[src/rtl/fir_pkg.sv]
// Shared sizes and state encoding for the FIR tap sequencer.
package fir_pkg;
  localparam int DEF_TAPS    = 10;
  localparam int DEF_COEFF_W = 16;
  localparam int DEF_DATA_W  = 3;
  localparam int DEF_ADDR_W  = 4;
  localparam int INSEL_W     = 4;

  typedef enum logic [1:0] {
    ST_IDLE  = 2'd0,
    ST_RUN   = 2'd1,
    ST_DRAIN = 2'd2
  } state_t;
endpackage

[src/rtl/fir_delay_line.sv]
// Sample delay line: shifts on enable, read by tap index.
module fir_delay_line
  import fir_pkg::*;
#(
  parameter int DEPTH = DEF_TAPS,
  parameter int W     = DEF_DATA_W,
  parameter int IDX_W = DEF_ADDR_W
) (
  input  logic             i_clk,
  input  logic             i_rst,
  input  logic             i_shift,
  input  logic [W-1:0]     i_din,
  input  logic [IDX_W-1:0] i_idx,
  output logic [W-1:0]     o_dout
);

  logic [W-1:0] r_dly [DEPTH];

  always_ff @(posedge i_clk) begin
    if (i_rst) begin
      for (int k = 0; k < DEPTH; k++) begin
        r_dly[k] <= '0;
      end
    end else if (i_shift) begin
      r_dly[0] <= i_din;
      for (int k = 1; k < DEPTH; k++) begin
        r_dly[k] <= r_dly[k-1];
      end
    end
  end

  assign o_dout = r_dly[i_idx];

endmodule

[src/rtl/fir_tap_sequencer.sv]
// Walks the coefficient SRAM once per accepted sample and feeds
// aligned (coefficient, delayed sample) pairs to the MAC.
module fir_tap_sequencer
  import fir_pkg::*;
#(
  parameter int TAPS    = DEF_TAPS,
  parameter int COEFF_W = DEF_COEFF_W,
  parameter int DATA_W  = DEF_DATA_W,
  parameter int ADDR_W  = DEF_ADDR_W
) (
  input  logic               iClk_12M,
  input  logic               iRst,
  input  logic               iEnSample,
  input  logic [DATA_W-1:0]  iFirIn,
  input  logic               iUpdate,
  input  logic [COEFF_W-1:0] iRdDt,
  output logic               oCsn,
  output logic [ADDR_W-1:0]  oAddr,
  output logic [COEFF_W-1:0] oCoeff,
  output logic [DATA_W-1:0]  oFirIn,
  output logic [3:0]         oInSel,
  output logic               oEnDelay,
  output logic               oBusy,
  output logic               oOverrun
);

  state_t r_state;
  state_t w_state_nxt;

  logic [ADDR_W-1:0]  r_tap;
  logic [ADDR_W-1:0]  w_tap_nxt;
  logic               r_drn;
  logic               w_drn_nxt;
  logic               w_accept;
  logic               w_last;

  logic               r_v1;
  logic [ADDR_W-1:0]  r_t1;
  logic [DATA_W-1:0]  w_dly_out;

  logic               r_csn;
  logic [COEFF_W-1:0] r_coeff;
  logic [DATA_W-1:0]  r_fir;
  logic [3:0]         r_insel;
  logic               r_endly;
  logic               r_busy;
  logic               r_ovr;

  assign w_last = (r_tap == ADDR_W'(TAPS - 1));

  always_comb begin
    w_state_nxt = r_state;
    w_tap_nxt   = r_tap;
    w_drn_nxt   = r_drn;
    w_accept    = 1'b0;
    unique case (r_state)
      ST_IDLE: begin
        if (iEnSample && !iUpdate) begin
          w_accept    = 1'b1;
          w_state_nxt = ST_RUN;
          w_tap_nxt   = '0;
        end
      end
      ST_RUN: begin
        if (w_last) begin
          w_state_nxt = ST_DRAIN;
          w_drn_nxt   = 1'b0;
        end else begin
          w_tap_nxt = r_tap + ADDR_W'(1);
        end
      end
      ST_DRAIN: begin
        w_drn_nxt = 1'b1;
        if (r_drn) begin
          w_state_nxt = ST_IDLE;
        end
      end
      default: begin
        w_state_nxt = ST_IDLE;
      end
    endcase
  end

  always_ff @(posedge iClk_12M) begin
    if (iRst) begin
      r_state <= ST_IDLE;
      r_tap   <= '0;
      r_drn   <= 1'b0;
    end else begin
      r_state <= w_state_nxt;
      r_tap   <= w_tap_nxt;
      r_drn   <= w_drn_nxt;
    end
  end

  // Read data arrives one cycle after the address, so the tap index
  // is carried one stage to line the sample up with its coefficient.
  always_ff @(posedge iClk_12M) begin
    if (iRst) begin
      r_csn   <= 1'b1;
      r_v1    <= 1'b0;
      r_t1    <= '0;
      r_coeff <= '0;
      r_fir   <= '0;
      r_insel <= '0;
      r_endly <= 1'b0;
      r_busy  <= 1'b0;
      r_ovr   <= 1'b0;
    end else begin
      r_csn  <= (w_state_nxt != ST_RUN);
      r_busy <= (w_state_nxt != ST_IDLE);
      r_v1   <= ~r_csn;
      r_t1   <= r_tap;
      if (r_v1) begin
        r_coeff <= iRdDt;
        r_fir   <= w_dly_out;
        r_insel <= INSEL_W'(r_t1) + 4'd1;
        r_endly <= (r_t1 == ADDR_W'(TAPS - 1));
      end else begin
        r_insel <= '0;
        r_endly <= 1'b0;
      end
      if (iEnSample && r_busy) begin
        r_ovr <= 1'b1;
      end
    end
  end

  fir_delay_line #(
    .DEPTH (TAPS),
    .W     (DATA_W),
    .IDX_W (ADDR_W)
  ) u_dly (
    .i_clk   (iClk_12M),
    .i_rst   (iRst),
    .i_shift (w_accept),
    .i_din   (iFirIn),
    .i_idx   (r_t1),
    .o_dout  (w_dly_out)
  );

  assign oCsn     = r_csn;
  assign oAddr    = r_tap;
  assign oCoeff   = r_coeff;
  assign oFirIn   = r_fir;
  assign oInSel   = r_insel;
  assign oEnDelay = r_endly;
  assign oBusy    = r_busy;
  assign oOverrun = r_ovr;

endmodule

[config.mk]
export PLATFORM = sky130hd
export DESIGN_NAME = fir_tap_sequencer
export DESIGN_NICKNAME = d
export VERILOG_FILES = /design/src/rtl/fir_pkg.sv /design/src/rtl/fir_delay_line.sv /design/src/rtl/fir_tap_sequencer.sv
export SDC_FILE = /design/constraint.sdc
export NUM_CORES = 1
export LEC_CHECK = 0
export BUFFER_PORTS_ARGS = -buffer_cell sky130_fd_sc_hd__buf_4
export CORE_UTILIZATION = 58
export DETAILED_ROUTE_END_ITERATION = 10
export HOLD_SLACK_MARGIN = 0.08
export PLACE_DENSITY = 0.83
export RECOVER_POWER = 100
export SYNTH_ARGS = -nofsm -noshare
export SYNTH_HDL_FRONTEND = slang
export SYNTH_SLANG_ARGS = --single-unit
[constraint.sdc]
create_clock -name iClk_12M -period 5.11 [get_ports iClk_12M]
set_input_delay 1.022 -clock iClk_12M [delete_from_list [all_inputs] [get_ports iClk_12M]]
set_output_delay 1.022 -clock iClk_12M [all_outputs]
set_load 0.01 [all_outputs]
# Yosys cells after proc, flatten, opt, wreduce, memory -nomap -nowiden
# Memory sizes are Yosys's and may differ from the RTL's. A register that Yosys moved wholly into a read port is not among the register bits.
# Cells that the tools add are included.
[classes]
addsub = 2
eq_ne = 8
mux = 26
n_bitwise = 12
n_reduce_logical = 10
[op_table]
columns = ["op", "n"]
rows = [
  ["two-way mux 3 bit", 10],
  ["bitwise OR 1 bit", 10],
  ["adder 4 x 1 -> 4 bit, second input constant", 2],
  ["== test 4 bit, second input constant", 2],
  ["two-way mux 1 bit", 8],
  ["two-way mux 4 bit", 2],
  ["case mux 4 bit (2 select lines)", 1],
  ["two-way mux 2 bit", 3],
  ["inequality test 2 bit, second input constant", 3],
  ["case mux 2 bit (3 select lines)", 1],
  ["nonzero test 2 bit", 3],
  ["AND reduction 3 bit", 1],
  ["== test 2 x 1 -> 1 bit, second input constant", 1],
  ["== test 2 bit, second input constant", 1],
  ["logical AND 1 bit", 2],
  ["zero test 2 bit", 1],
  ["inequality test 2 x 1 -> 1 bit, second input constant", 1],
  ["inverter 1 bit", 2],
  ["case mux 1 bit (2 select lines)", 1],
  ["AND reduction 2 bit", 1],
  ["OR reduction 2 bit", 1],
  ["zero test 1 bit", 1],
]
[totals]
register_bits = 36
ramBits = 30
inputBits = 23
mem_count = 1
[mem_list]
columns = ["name", "words", "width", "rd", "rd_clocked_by_memory_dff", "write_ports", "line", "source"]
rows = [
  ["u_dly.r_dly", 10, 3, 10, 1, 10, "fir_delay_line.sv:17", "logic [W-1:0] r_dly [DEPTH];"],
]

# Depth between registers and ports, before layout
# Gate-level depths: netlist (run 1).
[depth]
ltp_word = 8
ltp_mapped = 6
ltp_nobuf = 6

# Modules after synthesis
# Synthesis (run 1) repeated with hierarchy kept, for this count alone.
[unflattened]
hier_cells = 227
area_unflattened_um2 = 2788.9
[by_module_without_submodules]
columns = ["module", "n_inst", "cells_per_inst", "area_each_um2", "seq_area_each_um2"]
rows = [
  ["fir_tap_sequencer", 1, 136, 1401.3, 780.7],
  ["fir_delay_line", 1, 91, 1387.6, 900.9],
]

# Least setup slack after synthesis (run 1)
# No wires, ideal clock.
[synth_timing]
path_kind = "input to register"
startpoint = "in iUpdate"
endpoint = "mem u_dly.r_dly[0][0] (netlist bit), enable pin"
setup_ps = 393
t_arrival_ps = 2315
path_slack_ps = 2402
cell_stages = 2
n_path_buf = 0
cell_sequence = "or4b_4 nand2b_1"
[synth_lines]
columns = ["element", "line", "source"]
rows = [
  ["from (decl)", "fir_tap_sequencer.sv:15", "input logic iUpdate,"],
  ["to (decl)", "fir_delay_line.sv:17", ""],
]

==> results of run 1 <==
## kinds of logic (layout without fill, tap and decap cells)
logic type | count (synthesis) | in the layout | share of synthesized area (%)
adders and majority gates | 4 | 4 | 1.803
xor gates and xnor gates | 4 | 4 | 1.263
AOI/OAI and AO/OA | 18 | 18 | 3.787
DFF | 69 | 69 | 60.60
buffers and inverters | 17 | 75 | 3.472
and+or+nand+nor | 93 | 93 | 17.90
muxes | 31 | 31 | 11.18
## registers in the layout (all words and copies together), names as in the netlist
name         count
u_dly.r_dly     30
oCoeff          16
oAddr            4
oInSel           4
r_t1             4
oFirIn           3
r_state          2
oBusy            1
oCsn             1
oEnDelay         1
oOverrun         1
r_drn            1
r_v1             1
## final cells by class
type                       instances  area (um^2)  share of cell area (%)
multi-input combinational        150        989.7                   30.25
inverter                           5        18.77                  0.5736
clock inverter                     3        18.77                  0.5736
timing repair buffer              54        285.3                   8.719
clock buffer                      13        212.7                   6.501
tap                               52        65.06                   1.989
sequential                        69         1682                   51.40
## cells in the final DEF, fill, tap and decap left out, drive strengths merged
| cell | n |
|---|---|
| ha | 4 |
| xor2 | 2 |
| or2 | 2 |
| a22oi | 3 |
| nand4 | 1 |
| inv | 6 |
| nand3b | 2 |
| xnor2 | 2 |
| edfxtp | 30 |
| dfxtp | 39 |
| nor3 | 5 |
| o21ai | 3 |
| nand2 | 3 |
| nand3 | 6 |
| a31oi | 4 |
| nor2b | 6 |
| clkbuf | 45 |
| clkinv | 1 |
| a21oi | 7 |
| and2 | 30 |
| clkinvlp | 1 |
| mux2i | 31 |
| nor2 | 33 |
| or4b | 1 |
| buf | 22 |
| nand2b | 3 |
| a21boi | 1 |
| and2b | 1 |
## power breakdown
group | internal, mW | total (mW) | switching [mW]
Clock | 0.278 | 0.476 | 0.199
Combinational | 0.0334 | 0.0691 | 0.0357
Sequential | 0.601 | 0.619 | 0.0182
## stage by stage
step	std cells	util [%]	power [mW]	hold WS, ns	setup WS [ns]
3_5_place_dp	330	70.81	0.7073	0.3960	2.638
3_3_place_gp	330	70.81	0.7049	0.3901	2.638
5_1_grt	346	73.13	1.209	0.4593	1.700
4_1_cts	346	75.98	1.184	0.4292	2.996
2_1_floorplan	236	-	0.6725	0.4277	2.402
6_report	346	73.13	1.164	0.4246	2.025
## worst max-delay path by stage
stage,start,endpoint,slack (ns),cells after the start
after CTS,iUpdate,u_dly.r_dly[7][1]$_SDFFCE_PN0P_,3.00,4
after detailed placement,iUpdate,u_dly.r_dly[9][0]$_SDFFCE_PN0P_,2.64,4
after global placement,iUpdate,u_dly.r_dly[9][0]$_SDFFCE_PN0P_,2.64,4
final,iRst,u_dly.r_dly[8][0]$_SDFFCE_PN0P_,2.02,3
after floorplan,iUpdate,u_dly.r_dly[0][0]$_SDFFCE_PN0P_,2.40,2
after global routing,iRst,u_dly.r_dly[8][0]$_SDFFCE_PN0P_,1.70,3
## routing by layer
metal / track usage (%) / vias to the layer above / part of all wire (%)
met5: 0 / - / 0
met4: 6.000 / 0 / 0.76
met3: 7.550 / 4 / 4.6
met2: 32.49 / 41 / 50
met1: 27.07 / 847 / 45
li1: - / 912 / -
==> impl_metrics.yaml, run 1 <==
worst_setup_path:
  crit_slowest_cell: "clkbuf_1"
  crit_chain: "clkbuf_1 -> nor2_1 -> and2_0"
  cp_top_family: "simple AND/OR/NAND/NOR gates"
  cp.arrival_ns: 3.16
  crit_buf_inv: 1
  cp.required_ns: 5.19
  r2r_end: "u_dly.r_dly[8][0]$_SDFFCE_PN0P_"
  criticalPathCategory: "input port to flip-flop"
  cp-start-kind: "input port"
  r2r_slack_ns: 2.70
  cp-end-kind: "flip-flop"
  r2r_start: "r_state[1]$_SDFF_PP0_"
  worst-path-max-fanout: 34
  worst_path_largest_cell_delay_ns: 1.01
  rr_worst_depth: 3
synthesis:
  ys_types: 29
  syn_inst: 236
  synthesis.area_mm2: 0.002775
  synthFlopType: "dfxtp_1"
  synth_top_area_share_pct: 32.46
  yosys_warnings: 0
  synth_area_leader_cell: "edfxtp_1"
  syn_nets: 263
  synth-seq-cells: 69
  synthTopCellsByCount: "dfxtp_1, nor2_1, mux2i_1"
  post_synth.cell_area_avg_um2: 11.76
  yosysMostFrequentCell: "dfxtp_1"
  synth_edf_count: 30
  seq_area_frac_synth_pct: 60.60
  postSynth.asyncResetShare_pct: 0
  yosys-top-cells-area: "edfxtp_1, dfxtp_1, mux2i_1"
routing:
  routed_via_density: 5.214
  drc_errors: 3
  wl_mm: 4.855
  firstDrtPassIters: 9
  drt_iter0_markers: 115
  vias: 1804
  wl_per_cell_um: 14.03
  ant_nets: 0
sta:
  fmax_ghz: 0.3241
  slew_violations: 0
  skew_ns: 0.008490
  worstMarginPinSlew_ns: 1.434
  min_period_ns: 3.085
  rsz0062_at_grt: "false"
  setup_tns_ns: 0
  hold_viol: 0
  setup_violations: 0
  finalCritPeriodShare_pct: 60.38
  slew_headroom_pct: 4.049
floorplanning:
  die_w_um: 71.17
  die_h_um: 71.17
  std_cell_rows: 24
  start_util_pct: 62.02
  io_pins: 54
  core-area_mm2: 0.004474
  dieArea_mm2: 0.005065
outcome:
  violations: "design-rule violations"
  status: "finished with violations"
finish:
  drive_gt1_share_pct: 13.95
  area_growth_pct: 17.90
  design_area_mm2: 0.003272
  nNetsFinal: 316
  n_antenna_cell: 0
  n_fill_cell: 351
place:
  dp_hpwl_mm: 3.127
  gp_congestion: 0.7721
  placement.io_buffers: 53
  placed_area_mm2: 0.003168
grt:
  grt_pass1_vias: 1664
  grt-ovfl-total: 0
  grt_pass1_wl_mm: 7.900
  grt_max_degree: 35
  antenna_found_initial: 0
  grt_util_all_layers_pct: 20.68
cts:
  cts_setup_buffers: 0
  cts_buffers: 9
  clockBufferDepth: 2
  clkTransAtPathRegs_ns: 0.08
  clkSinkCount: 69
  clk_latency_ns: 0.33
  cts-root-buf: "clkbuf_8"
  holdBufCountCts: 0
  cts_resized: 0
  cts_tree: "yes"
  htree_levels: 3
min_path:
  hold_end: "r_v1$_SDFF_PP0_"
  min_from: "oCsn$_SDFF_PP1_"
  hp-class: "flip-flop to flip-flop"
  whs_path_depth: 1
power_and_ir_drop:
  power_density_mw_per_mm2: 355.9
  power.leakage_nw: 1.203
  peakVddDrop_mv: 0.2193
run:
  cap_violations: 0
(Power assumes the default switching activity.)
==> inputs of run 2 (changes only) <==
--- a/config.mk
+++ b/config.mk
@@ -5,11 +5,12 @@
 export SDC_FILE = /design/constraint.sdc
 export NUM_CORES = 1
 export LEC_CHECK = 0
+export ABC_AREA = 1
 export BUFFER_PORTS_ARGS = -buffer_cell sky130_fd_sc_hd__buf_4
-export CORE_UTILIZATION = 58
+export CORE_UTILIZATION = 54
 export DETAILED_ROUTE_END_ITERATION = 10
 export HOLD_SLACK_MARGIN = 0.08
-export PLACE_DENSITY = 0.83
+export PLACE_DENSITY = 0.78
 export RECOVER_POWER = 100
 export SYNTH_ARGS = -nofsm -noshare
 export SYNTH_HDL_FRONTEND = slang
==> constraint.sdc (replaced) <==
create_clock -name iClk_12M -period 3.1 [get_ports iClk_12M]
set_input_delay 0.62 -clock iClk_12M [delete_from_list [all_inputs] [get_ports iClk_12M]]
set_output_delay 0.62 -clock iClk_12M [all_outputs]
set_load 0.01 [all_outputs]
==> run 2 against run 1 <==
  * The flow now finishes without violations
  * Via count grew 22%
  * Critical path depth increased by 1
  * Clock skew shrank 0.0019 ns
  * Register-to-register slack worse by 1.1 ns
  * Area after synthesis rose by 0.99%
==> impl_metrics.yaml, run 2 <==
run:
  cap_violations: 0
outcome:
  status: "finished clean"
min_path:
  hp-class: "flip-flop to flip-flop"
  whs_path_depth: 1
power_and_ir_drop:
  power_frac_clock_pct: 40.2
  switching_share_pct: 23.55
  power_density_mw_per_mm2: 588.0
  peakVddDrop_mv: 0.3272
  combPwrFrac_pct: 7.7
  power.leakage_nw: 1.429
  p_int_mw: 1.485
  seq_power_share_pct: 52.1
  p_switching_uw: 457.5
  p_total_mw: 1.942
synthesis:
  synthFlopType: "dfxtp_1"
  synthTopCellsByCount: "nor2_1, inv_1, dfxtp_1"
  synth-seq-cells: 69
  syn_inst: 317
  ys_types: 22
  synth_top_area_share_pct: 32.14
  postSynth.asyncResetShare_pct: 0
  syn_nets: 344
  synthesis.area_mm2: 0.002803
  yosysMostFrequentCell: "nor2_1"
  synth_edf_count: 30
  synth_area_leader_cell: "edfxtp_1"
  seq_area_frac_synth_pct: 60.00
  yosys_warnings: 0
  post_synth.cell_area_avg_um2: 8.841
  yosys-top-cells-area: "edfxtp_1, dfxtp_1, nor2_1"
place:
  dp_hpwl_mm: 3.659
  pre_cts_ws_ns: 1.222
  placement.io_buffers: 53
  gp_congestion: 0.7878
routing:
  drc_errors: 0
  firstDrtPassIters: 4
  wl_per_cell_um: 12.39
  drt_iter0_markers: 169
  ant_nets: 0
  routed_via_density: 4.971
  vias: 2202
  wl_mm: 5.490
cts:
  clk_latency_ns: 0.35
  clockBufferDepth: 2
  cts-root-buf: "clkbuf_8"
  cts_resized: 0
  clkTransAtPathRegs_ns: 0.07
  clkSinkCount: 69
  cts_setup_buffers: 0
  htree_levels: 3
  cts_buffers: 9
  holdBufCountCts: 0
  cts_tree: "yes"
finish:
  regMostFlops: "u_dly.r_dly"
  largest_register_ffs: 30
  final_cell_mix: "nor2_1, inv_1, dfxtp_1"
  nNetsFinal: 398
  area_growth_pct: 17.86
  drive_gt1_share_pct: 11.44
  layout_commonest_cell: "nor2_1"
  n_antenna_cell: 0
worst_setup_path:
  cp_top_family: "buffers and inverters"
  rr_worst_depth: 6
  r2r_slack_ns: 1.57
  worst_path_largest_cell_delay_ns: 0.57
  cp.required_ns: 3.18
  crit_buf_inv: 2
  cp-end-kind: "flip-flop"
  crit_slowest_cell: "nand2_2"
  r2r_end: "u_dly.r_dly[7][0]$_SDFFCE_PN0P_"
  endpoint: "u_dly.r_dly[9][2]$_SDFFCE_PN0P_"
  worst-path-max-fanout: 30
  criticalPathCategory: "input port to flip-flop"
  cp.arrival_ns: 2.15
  critPathLaunch: "iRst"
  crit_cells: 4
  r2r_start: "r_state[0]$_SDFF_PP0_"
  crit_chain: "clkbuf_1 -> inv_1 -> nand2_2 -> nor2_1"
  cp-start-kind: "input port"
sta:
  slew_violations: 0
  min_period_ns: 2.066
  skew_ns: 0.006585
  fmax_ghz: 0.4840
  slew_headroom_pct: 60.05
  hold_viol: 0
  setup_tns_ns: 0
  fin_ws_ns: 1.034
  rsz0062_at_grt: "false"
  finalCritPeriodShare_pct: 66.64
  setup_violations: 0
  worstMarginPinSlew_ns: 0.5987
floorplanning:
  dieArea_mm2: 0.005482
  io_pins: 54
  die_h_um: 74.04
  std_cell_rows: 25
  core-area_mm2: 0.004848
  die_w_um: 74.04
  start_util_pct: 57.81
grt:
  grt_pass1_vias: 1984
  antenna_found_initial: 0
  grt_max_degree: 31
  grt_pass1_wl_mm: 8.935
  grt-ovfl-total: 0
  grt_util_all_layers_pct: 21.67
==> run 2: cell count changes after synthesis, sizes merged, moves of 4 or more <==
| cell | change |
|---|---|
| mux2i | -31 |
| and2 | -30 |
| o21ai | +21 |
| nor2 | +46 |
| nand3 | +22 |
| nand2 | +34 |
| a21oi | +6 |
| nor3 | -4 |
| nor2b | -6 |
| a31oi | -4 |
| inv | +40 |
==> run 2: kinds of logic after synthesis <==
family / after synthesis / share of synthesized area, %
AOI/OAI and AO/OA: 39 / 7.143
buffers and inverters: 59 / 9.419
DFF: 69 / 60.00
and+or+nand+nor: 145 / 21.34
adders and majority gates: 4 / 1.786
xor gates and xnor gates: 1 / 0.3126
==> run 2: power by group through the flow <==
stage	clock, mW	combinational [mW]	sequential, mW
2_1_floorplan	0	0.0904	1.04
3_3_place_gp	0	0.162	1.03
3_5_place_dp	0	0.165	1.03
4_1_cts	0.786	0.167	1.01
5_1_grt	0.817	0.171	1.02
6_report	0.780	0.150	1.01
==> run 2: how the worst min path moves through the flow <==
stage | startpoint | to | slack [ns]
after global routing | oCsn$_SDFF_PP1_ | r_v1$_SDFF_PP0_ | 0.46
after floorplan | oCsn$_SDFF_PP1_ | r_v1$_SDFF_PP0_ | 0.43
after detailed placement | oCsn$_SDFF_PP1_ | r_v1$_SDFF_PP0_ | 0.41
final | oCsn$_SDFF_PP1_ | r_v1$_SDFF_PP0_ | 0.42
after global placement | oCsn$_SDFF_PP1_ | r_v1$_SDFF_PP0_ | 0.41
after CTS | oCsn$_SDFF_PP1_ | r_v1$_SDFF_PP0_ | 0.43
==> run 2: worst reg2reg max path, stage by stage (launching register included) <==
cell	delay (ns)
dfxtp_1	0.34
nor2_1	0.10
nand3_1	0.12
inv_2	0.10
nor2_1	0.07
inv_1	0.09
buf_4	0.36
==> run 2: metal layers <==
| layer | share of wire (%) | global-route usage (%) |
|---|---|---|
| met5 | 0 | 0 |
| met4 | 1.9 | 11.11 |
| met3 | 5.9 | 4.743 |
| met2 | 48 | 34.04 |
| met1 | 44 | 28.34 |
==> run 2: final cells by class <==
class | instances | area (um^2)
sequential | 69 | 1682
clock inverter | 3 | 20.02
inverter | 46 | 172.7
tap | 67 | 83.83
clock buffer | 13 | 202.7
multi-input combinational | 189 | 842.1
fill | 418 | 1545
timing repair buffer | 56 | 300.3
==> run 2: metrics by stage <==
stage / instances / hold WS [ns] / utilization (%) / area, um^2
after floorplan: 317 / 0.4277 / - / 2803
after detailed placement: 427 / 0.4128 / 66.32 / 3216
final: 443 / 0.4187 / 68.13 / 3303
after global placement: 427 / 0.4062 / 66.32 / 3216
after CTS: 443 / 0.4321 / 70.92 / 3438
after global routing: 443 / 0.4640 / 68.13 / 3303
